`config.mk`:
```
export PLATFORM = sky130hd
export DESIGN_NAME = serial_adder
export DESIGN_NICKNAME = d
export VERILOG_FILES = /design/src/rtl/serial_adder.sv
export SDC_FILE = /design/constraint.sdc
export NUM_CORES = 1
export LEC_CHECK = 0
export CAP_MARGIN = 10
export CORE_MARGIN = 2
export CORE_UTILIZATION = 53
export DETAILED_ROUTE_END_ITERATION = 8
export PLACE_DENSITY = 0.92
export SYNTH_ARGS = -nofsm -noshare
export SYNTH_HDL_FRONTEND = slang
export SYNTH_SLANG_ARGS = --single-unit
```
`constraint.sdc`:
```
create_clock -name clk -period 1.8 [get_ports clk]
set_input_delay 0.45 -clock clk [delete_from_list [all_inputs] [get_ports clk]]
set_output_delay 0.45 -clock clk [all_outputs]
set_load 0.1 [all_outputs]
```
`src/rtl/serial_adder.sv`:
```
// Bit-serial adder: one full-adder slice plus a registered carry, LSB first, WIDTH cycles per add.
// A new request is taken in IDLE or DONE only; start during RUN is dropped, not queued.
module serial_adder #(
  parameter int WIDTH = 8
) (
  input  logic             clk,
  input  logic             rst,
  input  logic             start,
  input  logic [WIDTH-1:0] a,
  input  logic [WIDTH-1:0] b,
  input  logic             cin,
  output logic             busy,
  output logic             done,
  output logic [WIDTH-1:0] sum,
  output logic             cout
);

  localparam int CW = (WIDTH > 1) ? $clog2(WIDTH) : 1;

  localparam logic [1:0] IDLE = 2'd0;
  localparam logic [1:0] RUN  = 2'd1;
  localparam logic [1:0] DONE = 2'd2;

  logic [1:0]       state;
  logic [WIDTH-1:0] sa;
  logic [WIDTH-1:0] sb;
  logic [WIDTH-1:0] res;
  logic [WIDTH-1:0] res_nxt;
  logic             carry;
  logic [CW-1:0]    cnt;
  logic             s;
  logic             c;
  logic             last;
  logic             accept;

  always_comb begin
    s       = sa[0] ^ sb[0] ^ carry;
    c       = (sa[0] & sb[0]) | (carry & (sa[0] ^ sb[0]));
    // New bit enters at the MSB so after WIDTH shifts bit 0 is the first sum bit.
    res_nxt = (res >> 1) | (WIDTH'(s) << (WIDTH - 1));
    last    = (cnt == CW'(WIDTH - 1));
    accept  = start && ((state == IDLE) || (state == DONE));
  end

  always_ff @(posedge clk) begin
    if (rst) begin
      state <= IDLE;
      sa    <= '0;
      sb    <= '0;
      res   <= '0;
      carry <= 1'b0;
      cnt   <= '0;
      sum   <= '0;
      cout  <= 1'b0;
    end else if (accept) begin
      sa    <= a;
      sb    <= b;
      carry <= cin;
      cnt   <= '0;
      state <= RUN;
    end else begin
      case (state)
        RUN: begin
          sa    <= sa >> 1;
          sb    <= sb >> 1;
          res   <= res_nxt;
          carry <= c;
          cnt   <= cnt + CW'(1);
          if (last) begin
            sum   <= res_nxt;
            cout  <= c;
            state <= DONE;
          end
        end
        DONE:    state <= IDLE;
        default: state <= IDLE;
      endcase
    end
  end

  assign busy = (state == RUN);
  assign done = (state == DONE);

endmodule

```
==> reports/metrics.yaml <==
global_route:
  antenna_found_initial: 0
  grt-ovfl-total: 0
  grt_pass1_vias: 1250
  grt_pass1_wl_mm: 5.71
  grtUsageTotal_pct: 23.2
  grt_max_degree: 39
power:
  power_density_nw_per_um2: 777
  leakage_nw: 0.723
  vdd_ir_drop_max_uv: 844
critical_path:
  critPathCaptureType: "primary output"
  critPathMaxFanout: 18
  critPathRequiredTime_ps: 1350
  reg2reg_to: "sum[5]"
  crit_type: "reg -> out"
  worstRegToRegCells: 5
  rrSetupSlack_ps: 150
  cp.arrival_ps: 1240
  cp-start-kind: "register"
  startpoint: "state[1]"
  rr_startpoint: "cnt[0]"
clock_tree:
  insertion_delay_ps: 340
  cts_setup_buffers: 0
  hold_buffers: 0
  cts_tree: "done"
  root_buffer: "clkbuf_4"
  cts.htree.levels: 2
  clk_path_buf_depth: 2
  clkTransAtPathRegs_ps: 100
  cts.sinks: 38
  cts_made_buffers: 5
timing:
  slew_viol_final: 0
  tightest_slew_ps: 389
  rsz0062_at_grt: "false"
  hold_viol: 0
  fin_skew_ps: 4.75
  max_slew_margin_pct: 74.0
  period_minus_slack_ps: 1690
  fmax_mhz: 591
  finalSetupViolations: 0
  setup_ws_ps: 107
  timing.final.crit_share_pct: 94.1
  final.setup.tns_ps: 0
detailed_routing:
  ant_nets: 0
  drtIter0Drc: 47
  routed_wl_mm: 3.30
  wl_per_cell_um: 14.1
  via_count: 1337
  first_pass_iters: 4
  drcViolationCount: 0
  drt-vias-per-instance: 5.69
cells_and_area:
  finalInstanceArea_um2: 2000
  nets: 227
  final_util_pct: 73.0
  drive_above_1_share_pct: 14.2
  syn_to_final_growth_pct: 31.5
  antenna_cells: 0
  finalNonFillerCells: 235
  fillers: 192
place:
  dpl.hpwl_mm: 2.33
  place_inst: 228
  numPortBuffers: 30
  gp_congestion: 0.745
  place_area_um2: 1950
  place_ws_ps: 125
synth:
  synth-simple-area-share_pct: 22.8
  synth-xor-area-share_pct: 0.577
  synth_area_um2: 1520
  synth_compound_area_share_pct: 15.3
  synth.yosys.seq_area_share_pct: 50.1
  synth_mux_area_share_pct: 1.98
  yosysWarnings: 0
  synth_top_family_by_area: "simple AND/OR/NAND/NOR gates"
  synth_fp_nets: 197
  netlist_instances: 174
  ys_seq_elements: 38
  syn_area_per_cell_um2: 8.72
  synth_cell_type_count: 25
  synth_fa_ha_area_share_pct: 2.97
floorplanning:
  io-pin-count: 31
  num_rows: 19
  initial_core_util_pct: 55.5
  core_um2: 2730
  die_w_um: 57.5
  die_h_um: 57.5
  dieArea_um2: 3310
hold_path:
  holdCritStartpoint: "res[1]"
  whs_path_depth: 2
  hold_end: "res[1]"
  worstHoldPathType: "reg -> reg"
flow_run:
  max_cap_viol_count: 0
status:
  status: "finished clean"
-- critical path: stages (launching register included) --
cell and delay, ps:
dfxtp_1 330, nand2b_1 210, inv_6 160, buf_12 190
-- worst max path at each step --
stage,to,slack [ps],cells past startpoint
floorplan,done,210,1
global route,sum[1],20,5
global placement,sa[0],200,5
detailed placement,sa[3],130,5
CTS,busy,40,3
finish,busy,110,3
-- synth_stat cells, drive strengths merged --
cell type	n	area [um^2]
clkbuf	4	15.0
nor2b	1	6.26
a311oi	6	65.1
dfxtp	38	761
mux2i	3	30.0
a21oi	20	100
nand2b	2	12.5
nand3b	1	7.51
buf	10	70.1
nor2	8	30.0
o21a	1	7.51
a22oi	3	22.5
inv	1	8.76
xnor2	1	8.76
nand2	36	138
nand3	13	65.1
o22ai	6	37.5
and2b	1	7.51
ha	2	25.0
nor3	16	80.1
fa	1	20.0
-- kinds of logic (layout without fill, tap and decap cells) --
logic type / Yosys count / count (layout)
AND/OR/NAND/NOR: 78 / 78
flip-flops: 38 / 38
AO/OA/AOI/OAI: 36 / 36
buffers and inverters: 15 / 45
adder cells (fa/ha/maj): 3 / 3
multiplexers: 3 / 3
XOR/XNOR: 1 / 1
-- registers in the layout, summed over array words and instances, names as in the netlist --
name	count
cout	1
sb	8
sum	8
cnt	3
carry	1
sa	8
res	7
state	2
-- per-layer routing --
layer	GRT usage, %	up-vias	wire length, um
met2	34.3	33	1580
met3	6.35	11	138
met4	15.9	0	128
li1	-	663	-
met1	29.4	630	1450
met5	0	-	0
-- per-stage QoR --
step	hold WS, ps	total power [mW]
after floorplan	437	1.08
after CTS	466	1.55
after detailed placement	452	1.16
after global placement	441	1.15
final	468	1.55
after global routing	496	1.63
-- cells in the final DEF, fill, tap and decap left out --
master,instances
a21oi_1,20
a22oi_1,3
a311oi_1,4
a311oi_2,2
and2b_1,1
buf_12,12
buf_4,6
clkbuf_1,2
clkbuf_4,5
clkdlybuf4s50_1,19
dfxtp_1,37
dfxtp_2,1
fa_1,1
ha_1,2
inv_6,1
mux2i_1,3
nand2_1,35
nand2_2,1
nand2b_1,2
nand3_1,13
nand3b_1,1
nor2_1,8
nor2b_2,1
nor3_1,16
o21a_1,1
o22ai_1,6
xnor2_1,1
-- where the power goes --
group	switching (mW)	internal, mW
Combinational	0.127	0.113
Clock	0.255	0.147
Sequential	0.0274	0.881
Total	0.410	1.14
-- layout make-up --
type	instances	area, um^2	area share (%)
clock buffers	7	45.0	2.26
inverters	1	8.76	0.439
multi-input cells	121	666	33.4
flip-flops and latches	38	762	38.2
well taps	31	38.8	1.94
repair buffers	37	475	23.8
-- repair_timing --
item	in CTS	in global routing
endpoints found under the hold margin	0	0
resized for setup	0	1
endpoints found under the setup margin	0	3
No activity file was read; power rests on OpenSTA's default activity.
